==> config.mk <==
export PLATFORM = sky130hd
export DESIGN_NAME = tx_arbiter_flat
export DESIGN_NICKNAME = d
export VERILOG_FILES = /design/src/rtl/tx_arbiter_if.sv /design/src/rtl/tx_arbiter.sv /design/src/flat_wrapper.sv
export SDC_FILE = /design/constraint.sdc
export NUM_CORES = 1
export LEC_CHECK = 0
export CORE_MARGIN = 1
export CORE_UTILIZATION = 67
export CTS_CLUSTER_SIZE = 30
export DETAILED_ROUTE_END_ITERATION = 7
export DONT_BUFFER_PORTS = 1
export MAX_ROUTING_LAYER = met4
export PLACE_DENSITY = 0.83
export SLEW_MARGIN = 0
export SYNTH_ARGS = -nofsm -noshare
export SYNTH_HDL_FRONTEND = slang
export SYNTH_SLANG_ARGS = --single-unit
==> constraint.sdc <==
create_clock -name CLK -period 3.3 [get_ports CLK]
set_input_delay 0.66 -clock CLK [delete_from_list [all_inputs] [get_ports CLK]]
set_output_delay 0.66 -clock CLK [all_outputs]
set_load 0.02 [all_outputs]
==> src/rtl/tx_arbiter_if.sv <==
// Requester and transmitter signals of tx_arbiter, bundled as one interface.
// master: requesters plus transmitter side; slave: the arbiter itself.
interface tx_arbiter_if #(
  parameter int NREQ  = 4,
  parameter int WIDTH = 8
);
  logic [NREQ-1:0]       REQ;
  logic [NREQ*WIDTH-1:0] DATA_IN;
  logic [NREQ-1:0]       GRANT;
  logic [NREQ-1:0]       ACK;
  logic                  ERR;
  logic                  TX_START;
  logic [WIDTH-1:0]      TX_DATA;
  logic                  TX_BUSY;

  modport master (
    output REQ, DATA_IN, TX_BUSY,
    input  GRANT, ACK, ERR, TX_START, TX_DATA
  );

  modport slave (
    input  REQ, DATA_IN, TX_BUSY,
    output GRANT, ACK, ERR, TX_START, TX_DATA
  );
endinterface

==> src/rtl/tx_arbiter.sv <==
// Round-robin arbiter sharing one serial transmitter among NREQ requesters.
// Define TX_ARBITER_FIXED_PRIO_EN for fixed priority (lowest index wins) instead.
module tx_arbiter #(
  parameter int NREQ       = 4,
  parameter int WIDTH      = 8,
  parameter int GAP_CYCLES = 2,
  parameter int TIMEOUT    = 15
) (
  input logic         CLK,
  input logic         RST_N,
  tx_arbiter_if.slave bus
);
  localparam int         IDXW        = (NREQ > 1) ? $clog2(NREQ) : 1;
  localparam logic [7:0] TIMEOUT_LIM = 8'(TIMEOUT);
  localparam logic [7:0] GAP_LAST    = 8'((GAP_CYCLES > 0) ? GAP_CYCLES - 1 : 0);

  typedef enum logic [2:0] {IDLE, START, WAIT_BUSY, WAIT_DONE, GAP} state_t;

  state_t           state_q, state_nxt, frame_end;
  logic [7:0]       cnt_q, cnt_nxt, cnt_inc;
  logic [NREQ-1:0]  grant_q, grant_nxt;
  logic [NREQ-1:0]  ack_q, ack_nxt;
  logic             err_q, err_nxt;
  logic             tx_start_q, tx_start_nxt;
  logic [WIDTH-1:0] tx_data_q, tx_data_nxt;
  logic [IDXW-1:0]  winner;
  logic             any_req;

  assign any_req   = |bus.REQ;
  assign cnt_inc   = cnt_q + 8'd1;
  assign frame_end = (GAP_CYCLES == 0) ? IDLE : GAP;

`ifdef TX_ARBITER_FIXED_PRIO_EN
  always_comb begin
    winner = '0;
    for (int i = NREQ - 1; i >= 0; i--) begin
      if (bus.REQ[i]) winner = IDXW'(i);
    end
  end
`else
  logic [IDXW-1:0] last_q;

  // Scan downward so the requester closest after last_q is written last and wins.
  always_comb begin
    winner = last_q;
    for (int k = NREQ; k >= 1; k--) begin
      if (bus.REQ[(int'(last_q) + k) % NREQ]) winner = IDXW'((int'(last_q) + k) % NREQ);
    end
  end

  always_ff @(posedge CLK or negedge RST_N) begin
    if (!RST_N) begin
      last_q <= IDXW'(NREQ - 1);
    end else if (state_q == IDLE && any_req) begin
      last_q <= winner;
    end
  end
`endif

  always_ff @(posedge CLK or negedge RST_N) begin
    if (!RST_N) begin
      state_q    <= IDLE;
      cnt_q      <= '0;
      grant_q    <= '0;
      ack_q      <= '0;
      err_q      <= 1'b0;
      tx_start_q <= 1'b0;
      tx_data_q  <= '0;
    end else begin
      state_q    <= state_nxt;
      cnt_q      <= cnt_nxt;
      grant_q    <= grant_nxt;
      ack_q      <= ack_nxt;
      err_q      <= err_nxt;
      tx_start_q <= tx_start_nxt;
      tx_data_q  <= tx_data_nxt;
    end
  end

  // One counter serves both the busy-rise timeout and the inter-frame gap.
  always_comb begin
    state_nxt = state_q;
    cnt_nxt   = cnt_q;
    case (state_q)
      IDLE: begin
        if (any_req) state_nxt = START;
      end
      START: begin
        state_nxt = WAIT_BUSY;
        cnt_nxt   = '0;
      end
      WAIT_BUSY: begin
        if (bus.TX_BUSY) begin
          state_nxt = WAIT_DONE;
        end else if (cnt_inc == TIMEOUT_LIM) begin
          state_nxt = frame_end;
          cnt_nxt   = '0;
        end else begin
          cnt_nxt = cnt_inc;
        end
      end
      WAIT_DONE: begin
        if (!bus.TX_BUSY) begin
          state_nxt = frame_end;
          cnt_nxt   = '0;
        end
      end
      GAP: begin
        if (cnt_q == GAP_LAST) begin
          state_nxt = IDLE;
          cnt_nxt   = '0;
        end else begin
          cnt_nxt = cnt_inc;
        end
      end
      default: begin
        state_nxt = IDLE;
        cnt_nxt   = '0;
      end
    endcase
  end

  always_comb begin
    grant_nxt    = grant_q;
    ack_nxt      = '0;
    err_nxt      = 1'b0;
    tx_start_nxt = 1'b0;
    tx_data_nxt  = tx_data_q;
    case (state_q)
      IDLE: begin
        if (any_req) begin
          grant_nxt         = '0;
          grant_nxt[winner] = 1'b1;
          tx_data_nxt       = bus.DATA_IN[int'(winner) * WIDTH +: WIDTH];
        end
      end
      START: begin
        tx_start_nxt = 1'b1;
      end
      WAIT_BUSY: begin
        if (!bus.TX_BUSY && cnt_inc == TIMEOUT_LIM) begin
          ack_nxt   = grant_q;
          err_nxt   = 1'b1;
          grant_nxt = '0;
        end
      end
      WAIT_DONE: begin
        if (!bus.TX_BUSY) begin
          ack_nxt   = grant_q;
          grant_nxt = '0;
        end
      end
      GAP: begin
      end
      default: begin
        grant_nxt   = '0;
        tx_data_nxt = '0;
      end
    endcase
  end

  assign bus.GRANT    = grant_q;
  assign bus.ACK      = ack_q;
  assign bus.ERR      = err_q;
  assign bus.TX_START = tx_start_q;
  assign bus.TX_DATA  = tx_data_q;
endmodule

==> src/flat_wrapper.sv <==
// flat-port wrapper written by rule: the top's interface ports become plain ports
module tx_arbiter_flat 
#(
  parameter int NREQ       = 4,
  parameter int WIDTH      = 8,
  parameter int GAP_CYCLES = 2,
  parameter int TIMEOUT    = 15
)
  (CLK, RST_N, bus_REQ, bus_DATA_IN, bus_TX_BUSY, bus_GRANT, bus_ACK, bus_ERR, bus_TX_START, bus_TX_DATA);
  tx_arbiter_if #(.NREQ(NREQ), .WIDTH(WIDTH)) bus_i ();
  input logic CLK;
  input logic RST_N;
  input wire logic [$bits(bus_i.REQ)-1:0] bus_REQ;
  input wire logic [$bits(bus_i.DATA_IN)-1:0] bus_DATA_IN;
  input wire logic [$bits(bus_i.TX_BUSY)-1:0] bus_TX_BUSY;
  output wire logic [$bits(bus_i.GRANT)-1:0] bus_GRANT;
  output wire logic [$bits(bus_i.ACK)-1:0] bus_ACK;
  output wire logic [$bits(bus_i.ERR)-1:0] bus_ERR;
  output wire logic [$bits(bus_i.TX_START)-1:0] bus_TX_START;
  output wire logic [$bits(bus_i.TX_DATA)-1:0] bus_TX_DATA;
  assign bus_i.REQ = bus_REQ;
  assign bus_i.DATA_IN = bus_DATA_IN;
  assign bus_i.TX_BUSY = bus_TX_BUSY;
  assign bus_GRANT = bus_i.GRANT;
  assign bus_ACK = bus_i.ACK;
  assign bus_ERR = bus_i.ERR;
  assign bus_TX_START = bus_i.TX_START;
  assign bus_TX_DATA = bus_i.TX_DATA;
  tx_arbiter #(.NREQ(NREQ), .WIDTH(WIDTH), .GAP_CYCLES(GAP_CYCLES), .TIMEOUT(TIMEOUT)) u_core (.CLK(CLK), .RST_N(RST_N), .bus(bus_i));
endmodule
# After elaboration in Yosys (flattened, before gate mapping)
# Index checks and enable logic that the tools add are counted.
# op_classes
order_cmp,6
mux,41
n_addsub,5
shifts,1
n_reduce_logical,16
n_eq_ne,12
bitwise,7
# ops
operator,count
$mux W8,5
$pmux W8 S4,1
$shiftx A32 B6 Y8,1
$mux W4,5
$lt A3 B4 Y1 const B,4
$pmux W4 S4,1
$pmux W8 S2,1
$mux W3,5
$pmux W3 S5,1
$mux W1,12
$reduce_or A2 Y1,5
$add A8 B1 Y8 const B,1
$bmux W1 S2,4
$eq A8 B1 Y1 const B,1
$eq A8 B4 Y1 const B,1
$mux W2,4
$pmux W4 S2,1
$reduce_and A4 Y1,2
$reduce_or A4 Y1,2
$eq A3 B2 Y1 const B,2
$ne A2 B1 Y1 const B,3
$add A2 B1 Y2 const B,2
$add A2 B2 Y2 const B,2
$and A1 B1 Y1 const A,4
13 further kinds,18
# totals
output_inout_bits,18
word_cells,96
reg_bits,31
inputBits,39

# Logic depth before layout (Yosys ltp)
# Gate-level depths: netlist of run 1.
# depth
word_depth,16
ltp_mapped,8
mapped_depth_nobuf,8

# Worst setup path after synthesis of run 1
# Ideal clock, no wire load.
# synth_timing
path_kind,input to register
from,in bus_REQ[3]
to,"reg u_core.tx_data_q[0], in the netlist u_core.bus.TX_DATA[0]"
setup_slack_ps,1327
path_buffers,1
arrival_time_ps,1851
setup_ps,122
stages,7
required_time_ps,3178
cell_sequence,nand2b_1 -> o21ai_0 -> a221oi_2 -> buf_2 -> mux2i_1 -> nand2_1 -> a32o_1
# synth_via
elab_chain_cells,10
# synth_rtl
item,line_no,source
start: declaration,flat_wrapper.sv:13,input wire logic [$bits(bus_i.REQ)-1:0] bus_REQ;
$bmux W1 S2,tx_arbiter.sv:47,if (bus.REQ[(int'(last_q) + k) % NREQ]) winner = IDXW'((int'(last_q) + k) % NREQ);
$mux W1 (implied by the code) (2 in series),tx_arbiter.sv:47,
$mux W2 (4 in series),tx_arbiter.sv:47,
$shiftx A32 B6 Y8,tx_arbiter.sv:134,tx_data_nxt = bus.DATA_IN[int'(winner) * WIDTH +: WIDTH];
$mux W8,tx_arbiter.sv:131,if (any_req) begin
$pmux W8 S2,tx_arbiter.sv:129,case (state_q)
end signal: assignment,tx_arbiter.sv:76,tx_data_q <= tx_data_nxt;
end: declaration,tx_arbiter.sv:25,"logic [WIDTH-1:0] tx_data_q, tx_data_nxt;"
# Parallel ways exist; a longest one is shown, timed or not. The select of a mux whose other input is x is not followed.
# A chain may end at the register's enable or synchronous reset.

# Final worst setup path of run 1
# layout_timing
from,reg u_core.cnt_q[1]
to,"reg u_core.grant_q[2], in the netlist u_core.bus.GRANT[2]"
# layout_via
elab_chain_cells,5
# layout_rtl
item,line_no,source
start: declaration,tx_arbiter.sv:20,"logic [7:0] cnt_q, cnt_nxt, cnt_inc;"
start signal: assignment,tx_arbiter.sv:71,cnt_q <= cnt_nxt;
$add A8 B1 Y8,tx_arbiter.sv:30,assign cnt_inc = cnt_q + 8'd1;
$eq A8 B4 Y1,tx_arbiter.sv:141,if (!bus.TX_BUSY && cnt_inc == TIMEOUT_LIM) begin
$logic_and A1 B1 Y1,tx_arbiter.sv:141,
$ne A2 B1 Y1 (no line),-,
$reduce_and A4 Y1 (no line),-,
end signal: assignment,tx_arbiter.sv:72,grant_q <= grant_nxt;
end: declaration,tx_arbiter.sv:21,"logic [NREQ-1:0] grant_q, grant_nxt;"
# No other way between the ends.

==> results of run 1 <==
power groups by stage:
stage	clock network [mW]	registers [mW]	logic [mW]
4_1_cts	0.257	0.729	0.691
5_1_grt	0.274	0.752	0.779
3_5_place_dp	0	0.737	0.686
3_3_place_gp	0	0.730	0.661
2_1_floorplan	0	0.684	0.584
6_report	0.254	0.731	0.698
state kept, by name (all words and copies together) (netlist names):
| signal | cells |
|---|---|
| u_core.bus.ACK | 4 |
| u_core.state_q | 3 |
| u_core.bus.TX_START | 1 |
| u_core.bus.GRANT | 4 |
| u_core.bus.ERR | 1 |
| u_core.cnt_q | 8 |
| u_core.bus.TX_DATA | 8 |
| u_core.last_q | 2 |
through the flow:
stage          power (mW)  instance area [um2]
6_report             1.68                 1930
5_1_grt              1.80                 1930
4_1_cts              1.68                 1900
3_5_place_dp         1.42                 1820
3_3_place_gp         1.39                 1820
2_1_floorplan        1.27                 1780
cell type report:
| type | count | area (um2) | area share, % |
|---|---|---|---|
| Inverter | 5 | 18.8 | 0.973 |
| Timing Repair Buffer | 6 | 62.6 | 3.24 |
| Clock inverter | 1 | 7.51 | 0.389 |
| Multi-Input combinational cell | 138 | 960 | 49.7 |
| Clock buffer | 7 | 65.1 | 3.37 |
| Sequential cell | 31 | 778 | 40.3 |
| Tap cell | 30 | 37.5 | 1.95 |
worst max path at each step:
stage	from	to	slack, ns	cells after the start
2_1_floorplan	bus_REQ[3]	u_core.bus.TX_DATA[0]	1.33	7
3_3_place_gp	bus_REQ[3]	u_core.bus.TX_DATA[5]	1.11	7
3_5_place_dp	bus_REQ[3]	u_core.bus.GRANT[2]	1.05	6
4_1_cts	u_core.cnt_q[1]	u_core.bus.GRANT[2]	1.07	7
5_1_grt	u_core.cnt_q[1]	u_core.bus.GRANT[2]	0.91	7
6_report	u_core.cnt_q[1]	u_core.bus.GRANT[2]	1.07	7
metal layers:
| metal | share of wire (%) | wire length, um | vias up |
|---|---|---|---|
| met2 | 48 | 1630 | 66 |
| met3 | 8.1 | 274 | 7 |
| met4 | 1.8 | 60 | 0 |
| met1 | 42 | 1410 | 629 |
| li1 | - | - | 656 |
| met5 | 0 | 0 | - |
cell usage in the layout, fill, tap and decap left out, types with 2 or more instances in the layout:
cell / count
and2_1: 5
xor2_1: 2
nand2b_1: 7
clkbuf_8: 2
o31ai_1: 3
mux2i_1: 16
dlygate4sd3_1: 2
nor2b_1: 3
nand2_1: 23
nor3_1: 4
dfstp_2: 2
a32o_1: 8
a21oi_2: 2
nor3_2: 2
mux2_2: 5
buf_4: 3
a21oi_1: 4
nand3_1: 6
clkbuf_4: 5
o21a_1: 2
nor2_1: 11
ha_1: 3
o21ai_0: 13
nor3b_1: 4
inv_1: 5
dfrtp_1: 29
logic make-up after synthesis:
kind of cell               Yosys count  share of synthesized area (%)
and+or+nand+nor                     72                           21.6
AOI/OAI and AO/OA                   39                           15.8
DFF                                 31                           43.6
muxes                               21                           12.1
buffers and inverters               12                           3.23
xor gates and xnor gates             3                           1.47
adders and majority gates            3                           2.10
what timing repair did:
| action | in CTS | in global routing |
|---|---|---|
| endpoints found under the hold margin | 6 | 22 |
| buffers inserted | 0 | 0 |
| hold buffers | 1 | 2 |
worst reg2reg max path: stages, from the launching register on:
cell     delay [ns]
dfrtp_1        0.45
ha_1           0.27
nand3_1        0.20
o21ai_0        0.21
nor4b_4        0.29
a21oi_2        0.12
o21ai_2        0.22
mux2_2         0.36
==> impl_results.md, run 1 <==
- Status: finished clean
- R2r setup slk: 1.07 ns
- Worst path bufs/invs: 0
- Worst reg2reg endpoint: u_core.bus.GRANT[2]
- Setup Crit Path Kind: reg -> reg
- Diode count: 0
- Flops & latches, synth: 31
- Worst rel slew slack: 58.3%
- Sequential Power Share: 43.4%
- Standard-cell rows: 18
- Worst Path Required: 3.52 ns
- Synth cell types: 42
- Met1 global-route usage: 31.6%
- Post-synth top area share: 40.7%
- Port bufs: 0
- Final WS setup: 1.07 ns
- Fmax: 448 MHz
- Die width: 53.6 um
- Minimum clock period: 2.23 ns
- Register area share after synthesis: 43.6%
- Antenna violations before repair: 0
- DRC Markers: 0
- Starting Density: 71.4%
- Final slew viol count: 0
- Via density: 6.23
- Count leader, synth: dfrtp_1
- Psw: 0.728 mW
- Syn Std Cell Area: 1780 um2
- Critical path's slowest cell: dfrtp_1
- Cts repair resizes: 0
- Final setup vio count: 0
- Cell Int Power: 0.955 mW
- Gpl congestion: 0.882
- PwrDens: 872 nW/um2
- Post-synth EDFFs: 0
- Total Die Area: 2870 um2
- Num CTS Buffers: 5
- CTS Sinks: 31
- I/O pin count: 57
- Worst slack, placed: 1.05 ns
- Worst-path cell chain: ha_1, nand3_1, o21ai_0, nor4b_4, a21oi_2, o21ai_2, mux2_2
- Area growth, synth to finish: 8.13%
- Max stage delay on crit path: 0.45 ns
- Hold Vio Cnt, Final: 0
- Synth area leaders: dfrtp_1 41%, mux2i_1 9.0%, nand2_1 4.8%
- Util after Layout: 77.2%
- Top delay family on crit path: compound AO/OA/AOI/OAI gates
- Syn Inst Count: 181
- First-pass GRT wire length: 5.40 mm
- Grt peak-use layer: met2
- Fin crit share: 67.6%
- Total global routing overflow: 0
- Hpwl dp: 2.53 mm
- Layout Cells excl Fill: 218
- Number of max-cap violations: 0
- Post-synth top cells: 29 x dfrtp_1, 23 x nand2_1, 16 x mux2i_1, 13 x o21ai_0, 11 x nor2_1
- RSZ-0062 raised after global routing: false
- DR pass1 iterations: 4
- Max clock buf depth: 2
- Syn avg cell area: 9.86 um2
- Dominant cell type by area after synthesis: dfrtp_1
- Layout fillers: 181
- Via count: 1358
- Post-synth ARST share: 100%
- Final nets: 229
- Clock share of power: 15.1%
- Routed len/inst: 15.5 um
- Met3 Resource Use GR: 7.91%
- Crit path DAT: 2.45 ns
- Synth Warn #: 0
- Worst Tran Pin Value: 0.625 ns
- Vias in the first global route: 1248
- CTS tree: done
- Main synth FF type: dfrtp_1
- Worst-path maximum fanout: 6
- Clock skew: 0.00768 ns
- Cells after DPL: 207
- Routed Antenna Nets: 0
- Worst skew pair latency: 0.33 ns
- Crit. End Element: flip-flop
- Startpoint Class: flip-flop
- Share of layout cells above drive strength 1: 14.9%
- Largest net degree at the start of global routing: 27
- Syn Nets: 223
- Leak: 0.869 nW
- CTS root buf: clkbuf_4
- Worst r2r src: u_core.cnt_q[1]
- Hold WS: 0.123 ns
- Combinational fraction of design power: 41.5%
- Worst vdd ir: 0.000757 V
- CTS H-tree lvls: 2
- DRT iter0 DRCs: 24
- Worst hold path type: in -> async
- Setup TNS: 0 ns
- Worst-path clk slew: 0.10 ns
- GRT Overall Usage: 27.5%
- Final wirelength: 3.38 mm
- Worst reg2reg path depth: 7
- Die H: 53.6 um
- Met2 Resource Use GR: 44.8%
- Core Footprint: 2500 um2
- Switching Share: 43.3%
(Power assumes the default switching activity.)
==> run 2: changes to the inputs <==
Settings changed: CORE_UTILIZATION 67 to 56, PLACE_DENSITY 0.83 to 0.74.
Clock period 3.3 ns to 2 ns, I/O delays scaled along.
==> impl_results.md, run 2 (synthesized netlist as in run 1, its figures left out) <==
- Status: finished, violations left (was finished clean)
- Failing checks: negative setup slack
- First-pass GRT wire length: 6.51 mm (was 5.40 mm)
- Worst hold path type: in -> reg (was in -> async)
- GRT Overall Usage: 26.6% (was 27.5%)
- Hold Vio Cnt, Final: 0 (unchanged)
- Worst-path maximum fanout: 4 (was 6)
- Gpl congestion: 0.840 (was 0.882)
- Hold WS: 0.325 ns (was 0.123 ns)
- Diode count: 0 (unchanged)
- CTS H-tree lvls: 2 (unchanged)
- R2r setup slk: -0.01 ns (was 1.07 ns)
- DR pass1 iterations: 4 (unchanged)
- Psw: 1.35 mW (was 0.728 mW)
- RSZ-0062 raised after global routing: true (was false)
- Die H: 58.4 um (was 53.6 um)
- Final wirelength: 4.24 mm (was 3.38 mm)
- Worst-path cell chain: buf_6, nand3_2, xor2_2, nor4b_4, a21oi_2, o21ai_4, mux2_2 (was ha_1, nand3_1, o21ai_0, nor4b_4, a21oi_2, o21ai_2, mux2_2)
- Worst-path clk slew: 0.10 ns (about the same)
- Crit path DAT: 2.23 ns (was 2.45 ns)
- Core Footprint: 3030 um2 (was 2500 um2)
- CTS tree: done (unchanged)
- Final setup vio count: 1 (was 0)
- Routed Antenna Nets: 0 (unchanged)
- Hpwl dp: 2.79 mm (was 2.53 mm)
- Worst path bufs/invs: 1 (was 0)
- Sequential Power Share: 36.9% (was 43.4%)
- Critical path's slowest cell: dfrtp_1 (unchanged)
- Cell Int Power: 1.85 mW (was 0.955 mW)
- Worst vdd ir: 0.000745 V (was 0.000757 V)
- Via count: 1470 (was 1358)
- Final slew viol count: 0 (unchanged)
- Total Die Area: 3420 um2 (was 2870 um2)
- I/O pin count: 57 (unchanged)
- Via density: 6.05 (was 6.23)
- Port bufs: 0 (unchanged)
- Worst rel slew slack: 61.6% (was 58.3%)
- DP Area: 1920 um2 (was 1820 um2)
- Final nets: 240 (was 229)
- PwrDens: 1490 nW/um2 (was 872 nW/um2)
- Leak: 0.973 nW (was 0.869 nW)
- Setup Crit Path Kind: reg -> reg (unchanged)
- Layout fillers: 209 (was 181)
- Switching Share: 42.2% (was 43.3%)
- Critical path destination: u_core.bus.GRANT[2] (unchanged)
- CTS Sinks: 31 (unchanged)
- Worst Setup SP: u_core.cnt_q[0] (was u_core.cnt_q[1])
- Crit. End Element: flip-flop (unchanged)
- Fin area: 2150 um2 (was 1930 um2)
- Clock skew: 0.0105 ns (was 0.00768 ns)
- Die width: 58.4 um (was 53.6 um)
- Total global routing overflow: 0 (unchanged)
- DRC Markers: 0 (unchanged)
- Worst Path Required: 2.22 ns (was 3.52 ns)
- Hold Crit Depth: 3
- Final WS setup: -0.0102 ns (was 1.07 ns)
- Number of max-cap violations: 0 (unchanged)
- Area growth, synth to finish: 20.8% (was 8.13%)
- CTS root buf: clkbuf_4 (unchanged)
- Worst reg2reg path depth: 7 (unchanged)
- Starting Density: 58.9% (was 71.4%)
- Largest net degree at the start of global routing: 32 (was 27)
- Max clock buf depth: 2 (unchanged)
- Startpoint Class: flip-flop (unchanged)
- Share of layout cells above drive strength 1: 27.6% (was 14.9%)
- Combinational fraction of design power: 47.1% (was 41.5%)
- Num CTS Buffers: 5 (unchanged)
- Standard-cell rows: 20 (was 18)
- Vias in the first global route: 1430 (was 1248)
- CP Depth: 7 (unchanged)
- Routed len/inst: 17.4 um (was 15.5 um)
- Commonest non-fill, non-tap cell in the layout: dfrtp_1 (unchanged)
- Max stage delay on crit path: 0.42 ns (was 0.45 ns)
- Worst reg2reg endpoint: u_core.bus.GRANT[2] (unchanged)
- Overall power after layout: 3.21 mW (was 1.68 mW)
- Minimum clock period: 2.01 ns (was 2.23 ns)
- Worst Tran Pin Value: 0.576 ns (was 0.625 ns)
- Worst slack, placed: -0.0473 ns (was 1.05 ns)
- Fmax: 497 MHz (was 448 MHz)
- Worst skew pair latency: 0.34 ns (was 0.33 ns)
- Clock share of power: 16.0% (was 15.1%)
- Commonest non-fill, non-tap cells in the layout: 28 x dfrtp_1, 23 x nand2_1, 16 x mux2i_1 (was 29 x dfrtp_1, 23 x nand2_1, 16 x mux2i_1)
- Fin crit share: 101% (was 67.6%)
- Top delay family on crit path: flip-flops (was compound AO/OA/AOI/OAI gates)
- Worst r2r src: u_core.cnt_q[0] (was u_core.cnt_q[1])
- Antenna violations before repair: 0 (unchanged)
- DRT iter0 DRCs: 103 (was 24)
[run 2: worst min-delay path by stage]
stage                     start                 to
floorplan                 RST_N  u_core.bus.ACK[0]
global placement          RST_N  u_core.bus.ACK[1]
detailed placement        RST_N  u_core.bus.ACK[1]
CTS                 bus_TX_BUSY  u_core.state_q[0]
global route        bus_TX_BUSY  u_core.state_q[0]
finish              bus_TX_BUSY  u_core.state_q[0]
[run 2: through the flow]
step                cells  util [%]  setup TNS (ns)
global route          243      71.2          -0.432
floorplan             181         -               0
CTS                   245      69.4        -0.00829
finish                243      71.2         -0.0102
detailed placement    231      63.5          -0.166
global placement      231      63.5               0
[run 2: cell type report]
type / instances / area, um2 / share of cell area, %
flip-flops and latches: 31 / 779 / 36.2
clock buffers: 6 / 51.3 / 2.38
clock inverters: 2 / 35.0 / 1.63
multi-input cells: 138 / 1060 / 49.2
well taps: 44 / 55.1 / 2.56
repair buffers: 17 / 154 / 7.14
inverters: 5 / 18.8 / 0.871
[run 2: timing repair]
action	in CTS	in global routing
pin swaps	3	3
endpoints found under the hold margin	31	0
resized for setup	7	20
cloned	1	0
hold buffers	2	0
buffers inserted	3	0
endpoints found under the setup margin	11	21
[run 2: worst min-delay path: stages]
cell and delay, ns:
nand2_1 0.04, o21ai_0 0.06, nor2b_1 0.12
[run 2: routing by layer]
metal	track usage [%]	wire length (um)	up-vias
met1	29.7	1670	726
met5	-	0	-
met2	45.5	2260	52
met3	7.25	229	7
li1	-	-	685
met4	9.86	76	0
[run 2: power groups by stage]
stage / Clock (mW) / Sequential, mW / Combinational, mW
after floorplan: 0 / 1.13 / 0.963
after global placement: 0 / 1.17 / 1.26
after detailed placement: 0 / 1.18 / 1.32
after CTS: 0.520 / 1.16 / 1.49
after global routing: 0.546 / 1.21 / 1.66
final: 0.513 / 1.18 / 1.51
==> run 3: changes to the inputs <==
Settings changed: CORE_ASPECT_RATIO set to 0.7.
==> impl_results.md, run 3 (synthesized netlist as in run 1, its figures left out) <==
- Status: finished clean (was finished, violations left)
- Overall power after layout: 3.43 mW (was 3.21 mW)
- Layout fillers: 196 (was 209)
- Die H: 49.2 um (was 58.4 um)
- Final setup vio count: 0 (was 1)
- Core Footprint: 2900 um2 (was 3030 um2)
- Commonest non-fill, non-tap cells in the layout: 28 x dfrtp_1, 23 x nand2_1, 14 x mux2i_1 (was 28 x dfrtp_1, 23 x nand2_1, 16 x mux2i_1)
- Port bufs: 0 (unchanged)
- Worst-path maximum fanout: 4 (unchanged)
- Antenna violations before repair: 0 (unchanged)
- Worst vdd ir: 0.000877 V (was 0.000745 V)
- GRT Overall Usage: 27.3% (was 26.6%)
- Crit path DAT: 2.15 ns (was 2.23 ns)
- Total Die Area: 3420 um2 (about the same)
- Clock skew: 0.00163 ns (was 0.0105 ns)
- Vias in the first global route: 1442 (was 1430)
- PwrDens: 1550 nW/um2 (was 1490 nW/um2)
- Die width: 69.5 um (was 58.4 um)
- Worst hold path type: in -> reg (unchanged)
- Setup TNS: 0 ns (was -0.0102 ns)
- Worst rel slew slack: 61.4% (was 61.6%)
- Area growth, synth to finish: 24.0% (was 20.8%)
- Max clock buf depth: 2 (unchanged)
- DRT iter0 DRCs: 113 (was 103)
- Number of max-cap violations: 0 (unchanged)
- Fin crit share: 98.9% (was 101%)
- Via count: 1502 (was 1470)
- Startpoint Class: flip-flop (unchanged)
- Share of layout cells above drive strength 1: 27.7% (was 27.6%)
- Standard-cell rows: 16 (was 20)
- Largest net degree at the start of global routing: 32 (unchanged)
- Hpwl dp: 2.89 mm (was 2.79 mm)
- Minimum clock period: 1.98 ns (was 2.01 ns)
- CTS H-tree lvls: 2 (unchanged)
- First-pass GRT wire length: 6.85 mm (was 6.51 mm)
- Final slew viol count: 0 (unchanged)
- Worst-path clk slew: 0.07 ns (was 0.10 ns)
- Total global routing overflow: 0 (unchanged)
- Via density: 6.31 (was 6.05)
- Worst Path Required: 2.18 ns (was 2.22 ns)
- DR pass1 iterations: 4 (unchanged)
- Crit. End Element: flip-flop (unchanged)
- Gpl congestion: 0.861 (was 0.840)
- Starting Density: 61.5% (was 58.9%)
- Num CTS Buffers: 5 (unchanged)
- CTS tree: done (unchanged)
- Worst Tran Pin Value: 0.579 ns (was 0.576 ns)
- Setup Crit Path Kind: reg -> reg (unchanged)
- Worst skew pair latency: 0.29 ns (was 0.34 ns)
- Commonest non-fill, non-tap cell in the layout: dfrtp_1 (unchanged)
- Fmax: 506 MHz (was 497 MHz)
- Leak: 1.00 nW (was 0.973 nW)
- Hold Vio Cnt, Final: 0 (unchanged)
- Final wirelength: 4.55 mm (was 4.24 mm)
- Diode count: 0 (unchanged)
- DRC Markers: 0 (unchanged)
- CTS Sinks: 31 (unchanged)
- I/O pin count: 57 (unchanged)
- RSZ-0062 raised after global routing: true (unchanged)
- Routed Antenna Nets: 0 (unchanged)
- Routed len/inst: 19.1 um (was 17.4 um)
- Final nets: 243 (was 240)
- CTS root buf: clkbuf_8 (was clkbuf_4)
## run 3: changes by cell type in the layout (fill, tap and decap cells not counted), moves of 2 or more
cell      before  now
clkinv_2       1    3
clkbuf_4       5    0
mux2i_2        0    2
mux2i_1       16   14
clkbuf_8       1    5
## run 3: cell type report
type | instances | area (um2) | area share [%]
Multi-Input combinational cell | 138 | 1060 | 47.9
Sequential cell | 31 | 779 | 35.2
Timing Repair Buffer | 20 | 226 | 10.2
Clock buffer | 5 | 68.8 | 3.11
Tap cell | 36 | 45.0 | 2.04
Inverter | 5 | 18.8 | 0.848
Clock inverter | 3 | 15.0 | 0.679
## run 3: final timing paths
| kind | endpoint | slack, ns | from | cells past startpoint |
|---|---|---|---|---|
| setup / recovery | u_core.bus.GRANT[0] | 0.02 | u_core.cnt_q[0] | 7 |
| min in group asynchronous | u_core.state_q[0] | 0.59 | RST_N | 2 |
| max in group asynchronous | u_core.last_q[1] | 1.17 | RST_N | 2 |
| setup reg to reg | u_core.bus.GRANT[0] | 0.02 | u_core.cnt_q[0] | 7 |
| hold reg to reg | u_core.cnt_q[5] | 0.50 | u_core.cnt_q[5] | 1 |
| hold / removal | u_core.bus.TX_DATA[2] | 0.39 | bus_DATA_IN[10] | 3 |
## run 3: what timing repair did
action	4_1_cts	5_1_grt
endpoints found under the hold margin	31	0
resized for setup	4	23
cloned	1	1
pin swaps	4	10
buffers inserted	4	1
hold buffers	2	0
setup endpoints to repair	9	18
## run 3: power by group
| part | switching (mW) | total (mW) | leakage [nW] | internal (mW) |
|---|---|---|---|---|
| combinational | 0.863 | 1.75 | 0.550 | 0.885 |
| clock | 0.251 | 0.489 | 0.0477 | 0.238 |
| sequential | 0.348 | 1.19 | 0.404 | 0.840 |
## run 3: per-stage QoR
step                      setup WS, ns  hold slack (ns)  utilization, %  instance area, um2  std cells
after floorplan                 0.0443            0.104               -                1780        181
after global placement          0.0293            0.105            65.3                1900        221
after detailed placement       -0.0760            0.105            65.3                1900        221
after CTS                      -0.0147            0.369            71.8                2080        236
after global routing           -0.0756            0.410            76.2                2210        238
final                           0.0219            0.395            76.2                2210        238
## run 3: per-layer routing
layer	track usage, %	share of wire, %	vias to the layer above
li1	-	-	685
met1	37.5	45	741
met2	36.4	47	67
met3	8.68	7.6	9
met4	12.9	1.1	0
met5	-	0	-
## run 3: critical path: stages (launching register included)
cell	delay, ns
dfrtp_1	0.42
ha_4	0.20
xor2_2	0.14
nand3_2	0.10
nor4b_4	0.32
a21oi_2	0.12
o21ai_4	0.24
mux2_4	0.33
